<file path="src/rtl/resize_result_writer.sv">
// rtl/resize_result_writer.sv - buffers interpolated pixels and writes them to the result RAM in raster order
// A small FIFO absorbs result-RAM stalls; the write address is the count of completed writes.
module resize_result_writer #(
  parameter int OUT_W  = 17,
  parameter int OUT_H  = 17,
  parameter int AW     = 10,
  parameter int FDEPTH = 4
) (
  input  logic          clk,
  input  logic          RST,
  input  logic          START,
  input  logic          I_VALID,
  input  logic [7:0]    I_DATA,
  input  logic          W_READY,
  output logic          WEN,
  output logic [AW-1:0] W_ADDR,
  output logic [7:0]    W_DATA,
  output logic          BUSY,
  output logic          DONE,
  output logic          OVF
);

  localparam int PW = $clog2(FDEPTH);
  localparam logic [AW:0]   TOTAL    = (AW+1)'(OUT_W * OUT_H);
  localparam logic [AW:0]   CNT_ONE  = (AW+1)'(1);
  localparam logic [PW:0]   OCC_ONE  = (PW+1)'(1);
  localparam logic [PW:0]   OCC_FULL = (PW+1)'(FDEPTH);
  localparam logic [PW-1:0] PTR_ONE  = PW'(1);

  typedef enum logic [1:0] {S_IDLE, S_RUN, S_DRAIN, S_DONE} state_t;

  state_t        r_state;
  state_t        w_next;
  logic [7:0]    r_mem [FDEPTH];
  logic [PW-1:0] r_rd_ptr;
  logic [PW-1:0] r_wr_ptr;
  logic [PW:0]   r_occ;
  logic [AW:0]   r_in_cnt;
  logic [AW:0]   r_wr_cnt;
  logic          r_ovf;

  logic          w_active;
  logic          w_wen;
  logic          w_pop;
  logic          w_full;
  logic          w_push;
  logic          w_drop;
  logic [AW:0]   w_in_nxt;
  logic [AW:0]   w_wr_nxt;

  assign w_active = (r_state == S_RUN) || (r_state == S_DRAIN);
  assign w_wen    = w_active && (r_occ != '0);
  assign w_pop    = w_wen && W_READY;
  assign w_full   = (r_occ == OCC_FULL);
  // A full FIFO still accepts a pixel when the head leaves on the same edge.
  assign w_push   = (r_state == S_RUN) && I_VALID && !START && (!w_full || w_pop);
  assign w_drop   = I_VALID && !START &&
                    (((r_state == S_RUN) && w_full && !w_pop) || (r_state == S_DRAIN));
  assign w_in_nxt = r_in_cnt + (w_push ? CNT_ONE : '0);
  assign w_wr_nxt = r_wr_cnt + (w_pop ? CNT_ONE : '0);

  always_ff @(posedge clk) begin
    if (RST) r_state <= S_IDLE;
    else     r_state <= w_next;
  end

  always_comb begin
    w_next = r_state;
    if (START) begin
      w_next = S_RUN;
    end else begin
      case (r_state)
        S_RUN: begin
          if (w_in_nxt == TOTAL) w_next = (w_wr_nxt == TOTAL) ? S_DONE : S_DRAIN;
        end
        S_DRAIN: begin
          if (w_wr_nxt == TOTAL) w_next = S_DONE;
        end
        default: ;
      endcase
    end
  end

  always_ff @(posedge clk) begin
    if (w_push) r_mem[r_wr_ptr] <= I_DATA;
  end

  always_ff @(posedge clk) begin
    if (RST || START) begin
      r_rd_ptr <= '0;
      r_wr_ptr <= '0;
      r_occ    <= '0;
      r_in_cnt <= '0;
      r_wr_cnt <= '0;
      r_ovf    <= 1'b0;
    end else begin
      if (w_push) r_wr_ptr <= r_wr_ptr + PTR_ONE;
      if (w_pop)  r_rd_ptr <= r_rd_ptr + PTR_ONE;
      if (w_push && !w_pop)      r_occ <= r_occ + OCC_ONE;
      else if (w_pop && !w_push) r_occ <= r_occ - OCC_ONE;
      r_in_cnt <= w_in_nxt;
      r_wr_cnt <= w_wr_nxt;
      if (w_drop) r_ovf <= 1'b1;
    end
  end

  assign WEN    = w_wen;
  assign W_ADDR = r_wr_cnt[AW-1:0];
  assign W_DATA = w_wen ? r_mem[r_rd_ptr] : 8'h00;
  assign BUSY   = w_active;
  assign DONE   = (r_state == S_DONE);
  assign OVF    = r_ovf;

endmodule

</file>
<file path="config.mk">
export PLATFORM = sky130hd
export DESIGN_NAME = resize_result_writer
export DESIGN_NICKNAME = d
export VERILOG_FILES = /design/src/rtl/resize_result_writer.sv
export SDC_FILE = /design/constraint.sdc
export NUM_CORES = 1
export LEC_CHECK = 0
export CAP_MARGIN = 15
export CORE_ASPECT_RATIO = 0.8
export CORE_MARGIN = 5
export CORE_UTILIZATION = 41
export CTS_CLUSTER_DIAMETER = 40
export DETAILED_ROUTE_END_ITERATION = 7
export MAX_ROUTING_LAYER = met4
export PLACE_DENSITY = 0.63
export RECOVER_POWER = 25
export SYNTH_ARGS = -nofsm -noshare
export SYNTH_HDL_FRONTEND = slang
export SYNTH_SLANG_ARGS = --single-unit
export TNS_END_PERCENT = 10
</file>
<file path="constraint.sdc">
create_clock -name clk -period 3.2 [get_ports clk]
set_input_delay 0.48 -clock clk [delete_from_list [all_inputs] [get_ports clk]]
set_output_delay 0.48 -clock clk [all_outputs]
set_load 0.05 [all_outputs]
</file>
# Yosys cells after proc, flatten, opt, wreduce, memory -nomap -nowiden
# Memories as Yosys holds them, arrays and structs flattened. A register that Yosys moved wholly into a read port is not among the register bits.
# Index checks and enable logic that the tools add are counted.
[op_classes]
mux = 14
addsub = 6
n_reduce_logical = 26
n_eq_ne = 10
[op_table]
columns = ["cell", "n"]
rows = [
  ["$add A11 B1 Y11", 2],
  ["$eq A11 B9 Y1 const B", 2],
  ["$logic_and A1 B1 Y1", 11],
  ["$mux W2", 4],
  ["$mux W8", 1],
  ["$mux W1", 6],
  ["$mux W3", 2],
  ["$ne A3 B2 Y1 const B", 2],
  ["$reduce_and A3 Y1", 2],
  ["$reduce_bool A3 Y1", 2],
  ["$add A2 B1 Y2 const B", 2],
  ["$eq A2 B2 Y1 const B", 2],
  ["$logic_not A1 Y1", 4],
  ["$logic_or A1 B1 Y1", 4],
  ["$ne A2 B1 Y1 const B", 2],
  ["$pmux W2 S2", 1],
  ["$reduce_bool A2 Y1", 2],
  ["$add A3 B1 Y3 const B", 1],
  ["$eq A3 B3 Y1 const B", 1],
  ["$sub A3 B1 Y3 const B", 1],
  ["$eq A2 B1 Y1 const B", 1],
  ["$reduce_or A2 Y1", 1],
]
[totals]
word_cells = 65
ramBits = 32
inputBits = 13
memories = 1
output_inout_bits = 22
register_bits = 32
[memory_table]
columns = ["name", "depth", "word_bits", "rd", "rd_ports_with_merged_regs", "wr", "line_no", "rtl"]
rows = [
  ["r_mem", 4, 8, 1, 1, 1, "34", "logic [7:0] r_mem [FDEPTH];"],
]

# Depth between registers and ports, before layout
# Gate-level depths: netlist (run 1).
[logic_depth]
ltp_word = 12
ltp_mapped = 13
ltp_nobuf = 13

# Least setup slack after synthesis (run 1)
# OpenSTA, ideal clock, no wires.
[synth_timing]
path_type = "register to register"
startpoint = "register r_state[0]"
endpoint = "register r_state[1]"
t_arrival_ns = 3.363
setup_ns = 0.079
path_slack_ns = -0.242
path_stages_with_launch = 14
path_cell_list = "dfxtp_1 inv_1 ha_1 inv_1 nand2_1 a31oi_1 ha_1 ha_1 and4_4 o21ai_1 a2111oi_2 nand3_1 a21o_1 a211oi_2"
[synth_between]
elab_chain_cells = 11
[synth_rtl]
columns = ["element", "line_no", "rtl"]
rows = [
  ["start: declaration", "32", "state_t r_state;"],
  ["start signal: assignment", "64", "else r_state <= w_next;"],
  ["$eq A2 B1 Y1 or $eq A2 B2 Y1 (tied branches)", "51", "assign w_active = (r_state == S_RUN) || (r_state == S_DRAIN);"],
  ["$logic_or A1 B1 Y1 (*)", "51", ""],
  ["named net BUSY", "18", "output logic BUSY,"],
  ["$logic_and A1 B1 Y1 (*)", "52", "assign w_wen = w_active && (r_occ != '0);"],
  ["$logic_and A1 B1 Y1 (*)", "53", "assign w_pop = w_wen && W_READY;"],
  ["$logic_or A1 B1 Y1 (*)", "56", "assign w_push = (r_state == S_RUN) && I_VALID && !START && (!w_full || w_pop);"],
  ["$logic_and A1 B1 Y1 (*)", "56", ""],
  ["named net w_push", "46", "logic w_push;"],
  ["$mux W1 (*)", "59", "assign w_in_nxt = r_in_cnt + (w_push ? CNT_ONE : '0);"],
  ["$add A11 B1 Y11 (*)", "59", ""],
  ["$eq A11 B9 Y1 (*)", "74", "if (w_in_nxt == TOTAL) w_next = (w_wr_nxt == TOTAL) ? S_DONE : S_DRAIN;"],
  ["$ne A2 B1 Y1 (no source line) (*)", "n/a", ""],
  ["$reduce_and A3 Y1 (no source line) (*)", "n/a", ""],
]
# The timed path passes the listed nets; every way through them passes the cells marked *.
# A chain may end at the register's enable or synchronous reset.

==> results of run 1 <==
-- cells in the final DEF (no fill, tap or decap), types with 3 or more instances in the layout --
cell	netlist	final
inv_1	9	8
a21oi_1	6	6
nand3_1	10	10
xnor2_1	8	8
nand2_1	11	11
and2_1	18	18
mux4_2	8	8
nor3_1	3	3
and3_1	4	4
ha_2	0	3
dlygate4sd3_1	0	8
clkbuf_8	0	9
edfxtp_1	32	32
ha_1	12	9
nand4_1	5	5
buf_4	11	5
nor2b_1	3	3
nor2_1	32	32
dfxtp_1	34	34
clkdlybuf4s50_1	0	26
xor2_1	15	15
o21ai_0	5	5
-- cells by family after synthesis --
family	Yosys count	share of synthesized area, %
adder cells (fa/ha/maj)	13	5.50
AND/OR/NAND/NOR	104	18.5
flip-flops	66	53.1
XOR/XNOR	23	6.51
buffers and inverters	25	4.37
AO/OA/AOI/OAI	26	5.91
multiplexers	9	6.15
-- worst max-delay path, stage by stage, from the launching register on --
cell and delay, ps:
dfxtp_1 690, mux4_2 580, and2_1 180, clkdlybuf4s50_1 700
-- path summary, 6_finish.rpt --
| check | slack (ps) | end | cells after the start |
|---|---|---|---|
| setup / recovery | 230 | W_DATA[0] | 3 |
| hold / removal | 510 | OVF | 2 |
| setup reg to reg | 230 | r_state[1] | 13 |
| hold reg to reg | 510 | OVF | 2 |
-- report_power, final --
part,switching (mW),internal [mW]
logic,0.0557,0.0399
clock network,0.335,0.366
registers,0.00518,0.891
-- flip-flops by register name, summed over array words and instances (netlist names), named ones only --
| register | cells |
|---|---|
| r_state | 2 |
| r_in_cnt | 11 |
| r_mem | 32 |
| OVF | 1 |
| r_wr_ptr | 2 |
| r_occ | 3 |
| r_rd_ptr | 2 |
| r_wr_cnt | 11 |
-- cell usage after synthesis (all sizes together) (2+ instances only) --
| library cell | instances | area [um2] |
|---|---|---|
| dfxtp | 34 | 681 |
| edfxtp | 32 | 961 |
| nor2 | 32 | 120 |
| and2 | 18 | 113 |
| xor2 | 15 | 131 |
| ha | 12 | 150 |
| buf | 11 | 82.6 |
| nand2 | 11 | 41.3 |
| nand3 | 11 | 67.6 |
| inv | 9 | 33.8 |
| mux4 | 8 | 180 |
| xnor2 | 8 | 70.1 |
| o21ai | 7 | 35.0 |
| a21oi | 6 | 30.0 |
| and3 | 5 | 32.5 |
| clkbuf | 5 | 18.8 |
| nand4 | 5 | 31.3 |
| a211oi | 3 | 32.5 |
| and4 | 3 | 30.0 |
| nor2b | 3 | 18.8 |
| nor3 | 3 | 15.0 |
| a21o | 2 | 15.0 |
| a31oi | 2 | 12.5 |
| a41o | 2 | 20.0 |
| and3b | 2 | 17.5 |
| nand2b | 2 | 12.5 |
| or3 | 2 | 13.8 |
-- final cells by class --
cell class | count | area [um2]
Tap cell | 90 | 113
Timing Repair Buffer | 39 | 378
Inverter | 9 | 37.5
Multi-Input combinational cell | 175 | 1330
Clock buffer | 9 | 124
Clock inverter | 7 | 77.6
Fill cell | 657 | 3660
Sequential cell | 66 | 1640
-- repair_timing --
action / 4_1_cts / 5_1_grt
endpoints found under the setup margin: 0 / 1
hold buffers: 0 / 0
resized for setup: 0 / 3
-- through the flow --
step	setup slack (ps)	utilization, %	area [um2]
after CTS	148	50.2	3690
after floorplan	36.6	-	3100
after detailed placement	95.0	47.5	3490
after global placement	142	47.5	3490
after global routing	6.98	50.3	3700
final	229	50.3	3700
-- metal layers --
layer / global-route usage [%] / vias to the layer above / routed length (um)
met4: 4.88 / 0 / 82
met2: 20.3 / 30 / 2550
li1: - / 1007 / -
met3: 4.13 / 10 / 242
met1: 17.2 / 932 / 2770
met5: - / - / 0
==> results.json, run 1 <==
{
  "status": "completed",
  "netlist_area_um2": 3090,
  "die_w_um": 107,
  "critical_path_class": "register to primary output",
  "totalWireLength_um": 5650,
  "synth_edf_count": 32,
  "cp.required_ps": 2720,
  "tns_ps": 0,
  "finalMaxSlewViolations": 0,
  "htree_levels": 3,
  "start_util_pct": 42.0,
  "grt_max_degree": 28,
  "drtPass1Iterations": 4,
  "antenna_cells": 0,
  "min_path_type": "register to register",
  "rsz0062_at_grt": "no",
  "grt_use_total_pct": 13.4,
  "drive_gt1_share_pct": 14.8,
  "finalHoldViolCount": 0,
  "power_leakage_nw": 1.29,
  "synth_fp_nets": 292,
  "root_buffer": "clkbuf_8",
  "die_h_um": 87.7,
  "fin_hold_ws_ps": 507,
  "die-area_um2": 9390,
  "max-slew-margin-rel_pct": 61.0,
  "vias": 1979,
  "fin_worst_skew_ps": 10.1,
  "grt_pass1_vias": 1954,
  "drc": 0,
  "syn_avg_cell_area_um2": 11.6,
  "rows": 28,
  "power.total_mw": 1.69,
  "detail_route.wl_per_cell_um": 14.3,
  "drt-initial-drc-count": 45,
  "synth-seq-cells": 66,
  "ys_types": 47,
  "port_buffers": 34,
  "cts_max_path_buffers": 2,
  "final_antenna_net_count": 0,
  "finalCritPeriodShare_pct": 92.9,
  "instances_no_fill": 395,
  "cp.arrival_ps": 2490,
  "post-route-min-period_ps": 2970,
  "grt_pass1_wl_um": 9430,
  "worst_pin_slew_ps": 584,
  "timing.rr.start": "r_state[0]",
  "cp-start-kind": "register",
  "clk_latency_ps": 340,
  "syn_to_final_growth_pct": 19.7,
  "yosysWarningCount": 0,
  "netlist_instances": 266,
  "cts.sinks": 66,
  "nets": 326,
  "ys.flop_type": "dfxtp_1",
  "cp_max_fo": 8,
  "routabilityCongestion": 0.768,
  "grt_remaining_overflow": 0,
  "setup_viol": 0,
  "async_flop_share_pct": 0,
  "hold_start": "OVF",
  "num_io_pins": 35,
  "cp-end-kind": "primary output",
  "grt_antenna_before_repair": 0,
  "post_cts_buffers": 0,
  "dpl.cell_count": 379,
  "max_freq_ghz": 0.337,
  "cts_tree": "done",
  "seq_area_frac_synth_pct": 53.1,
  "maxCapViolCount": 0,
  "peakVddDrop_v": 0.000212,
  "numCtsBuffers": 9,
  "power_density_nw_per_um2": 457,
  "clk_pin_slew_ps": 80,
  "vias_per_cell": 5.01,
  "hpwl_um": 4060,
  "core_area_um2": 7360
}
(Power assumes the default switching activity.)
==> run 2, diff against run 1 <==
--- a/config.mk
+++ b/config.mk
@@ -11,4 +11,5 @@
 export CORE_UTILIZATION = 41
 export CTS_CLUSTER_DIAMETER = 40
+export CTS_CLUSTER_SIZE = 24
 export DETAILED_ROUTE_END_ITERATION = 7
 export MAX_ROUTING_LAYER = met4
==> constraint.sdc (replaced) <==
create_clock -name clk -period 3.2 [get_ports clk]
set_input_delay 0.48 -clock clk [delete_from_list [all_inputs] [get_ports clk]]
set_output_delay 0.48 -clock clk [all_outputs]
set_load 0.01 [all_outputs]
==> results.json, run 2 (synthesized netlist as in run 1, its figures left out) <==
{
  "status": "completed",
  "tns_ps": 0,
  "cp-end-kind": "register",
  "drc": 0,
  "drt-initial-drc-count": 60,
  "cts.sinks": 66,
  "grt_pass1_wl_um": 9700,
  "hold_depth": 2,
  "setup_slack_ps": 225,
  "hpwl_um": 4080,
  "hold_start": "OVF",
  "p_int_mw": 1.45,
  "die_h_um": 87.7,
  "finalCritPeriodShare_pct": 93.0,
  "grt_antenna_before_repair": 0,
  "swShare_pct": 20.3,
  "mostFrequentLayoutCell": "dfxtp_1",
  "largest_reg_flops": 32,
  "max_freq_ghz": 0.336,
  "clk_latency_ps": 330,
  "reg_top3": "r_mem x32, r_in_cnt x11, r_wr_cnt x11",
  "start_util_pct": 42.0,
  "vias": 2010,
  "final_antenna_net_count": 0,
  "worst_pin_slew_ps": 564,
  "power_frac_seq_pct": 49.2,
  "r2r_cells": 13,
  "finalMaxSlewViolations": 0,
  "vias_per_cell": 5.06,
  "num_io_pins": 35,
  "cp.arrival_ps": 3230,
  "drtPass1Iterations": 4,
  "pre_cts_slack_ps": 40.3,
  "grt_remaining_overflow": 0,
  "peakVddDrop_v": 0.000255,
  "htree_levels": 3,
  "cp-start-kind": "register",
  "drive_gt1_share_pct": 14.3,
  "port_buffers": 34,
  "cts_tree": "done",
  "detail_route.wl_per_cell_um": 14.5,
  "p_sw_mw": 0.370,
  "numCtsBuffers": 9,
  "cts_max_path_buffers": 2,
  "combPwrFrac_pct": 4.5,
  "power_leakage_nw": 1.33,
  "maxCapViolCount": 0,
  "antenna_cells": 0,
  "grt_use_total_pct": 13.6,
  "routabilityCongestion": 0.853,
  "largest-register": "r_mem",
  "rrSetupSlack_ps": 230,
  "layout_common_cells": "33 x dfxtp_1, 32 x nor2_1, 32 x edfxtp_1",
  "fill_cells": 670,
  "fin_worst_skew_ps": 12.9,
  "cp.required_ps": 3450,
  "die_w_um": 107,
  "power_frac_clock_pct": 46.3,
  "holdPathEnd": "OVF",
  "min_path_type": "register to register",
  "syn_to_final_growth_pct": 21.2,
  "cp_max_fo": 6,
  "setup_viol": 0,
  "hold_buffers": 0,
  "die-area_um2": 9390,
  "worstReg2RegEnd": "r_state[1]",
  "critical_path_class": "register to register",
  "totalWireLength_um": 5740,
  "grt_pass1_vias": 2036,
  "clk_pin_slew_ps": 70,
  "grt_max_degree": 28,
  "root_buffer": "clkbuf_8",
  "nets": 328,
  "max-slew-margin-rel_pct": 62.4,
  "rows": 28,
  "post-route-min-period_ps": 2970,
  "rsz0062_at_grt": "no",
  "timing.rr.start": "r_state[0]",
  "power_density_nw_per_um2": 486,
  "finalHoldViolCount": 0,
  "core_area_um2": 7360
}
==> run 2: cell types whose count changed in the layout (fill, tap and decap cells not counted), sizes merged <==
cell,change
inv,-1
clkinv,-1
clkinvlp,-1
buf,+2
clkbuf,+1
bufinv,+2
==> run 2: how the worst max path moves through the flow <==
stage	depth (start not counted)	slack, ps	startpoint	endpoint
finish	13	230	r_state[0]	r_state[1]
global route	13	0.1	r_state[0]	r_state[1]
CTS	13	130	r_state[0]	r_state[1]
detailed placement	12	40	START	r_state[1]
global placement	12	140	START	r_state[1]
floorplan	13	50	r_state[0]	r_state[1]
==> run 2: through the flow <==
step	hold slack (ps)	instance area (um2)	std cells	power (mW)	util (%)
after floorplan	484	3090	266	0.956	-
after global placement	482	3490	380	0.998	47.4
after detailed placement	486	3490	380	0.999	47.4
after CTS	513	3730	396	1.85	50.7
after global routing	526	3750	397	1.90	51.0
final	504	3750	397	1.82	51.0
==> run 2: per-layer routing <==
layer  part of all wire [%]  routed length [um]  track usage (%)
met1                     48                2750             16.3
met2                     48                2750             21.6
met3                    3.5                 202             4.35
met4                   0.77                  44             5.34
met5                      0                   0                -
==> run 2: power groups by stage <==
| stage | Clock (mW) | Combinational [mW] | Sequential (mW) |
|---|---|---|---|
| after floorplan | 0 | 0.0425 | 0.914 |
| after global placement | 0 | 0.0827 | 0.915 |
| after detailed placement | 0 | 0.0841 | 0.915 |
| after CTS | 0.868 | 0.0843 | 0.896 |
| after global routing | 0.911 | 0.0902 | 0.897 |
| final | 0.843 | 0.0823 | 0.896 |
==> run 2: area by class of cell <==
class                      instances  area [um2]  share of cell area (%)
clock buffer                      10         128                    3.40
clock inverter                     6         115                    3.07
inverter                           9        33.8                   0.901
multi-input combinational        175        1330                    35.3
sequential                        66        1640                    43.8
tap                               90         113                    3.00
timing repair buffer              41         393                    10.5
==> run 2: critical path: stages, from the launching register on <==
cell	delay [ps]
dfxtp_2	360
inv_1	70
ha_1	340
inv_1	90
nand2_1	80
a31oi_2	220
ha_2	230
ha_1	180
and4_4	270
o21ai_1	90
a2111oi_2	410
nand3_1	160
a21o_1	200
a211oi_2	190
==> run 2: timing repair <==
item,CTS,global route
resized for setup,0,3
setup endpoints to repair,0,2
buffers inserted,0,1
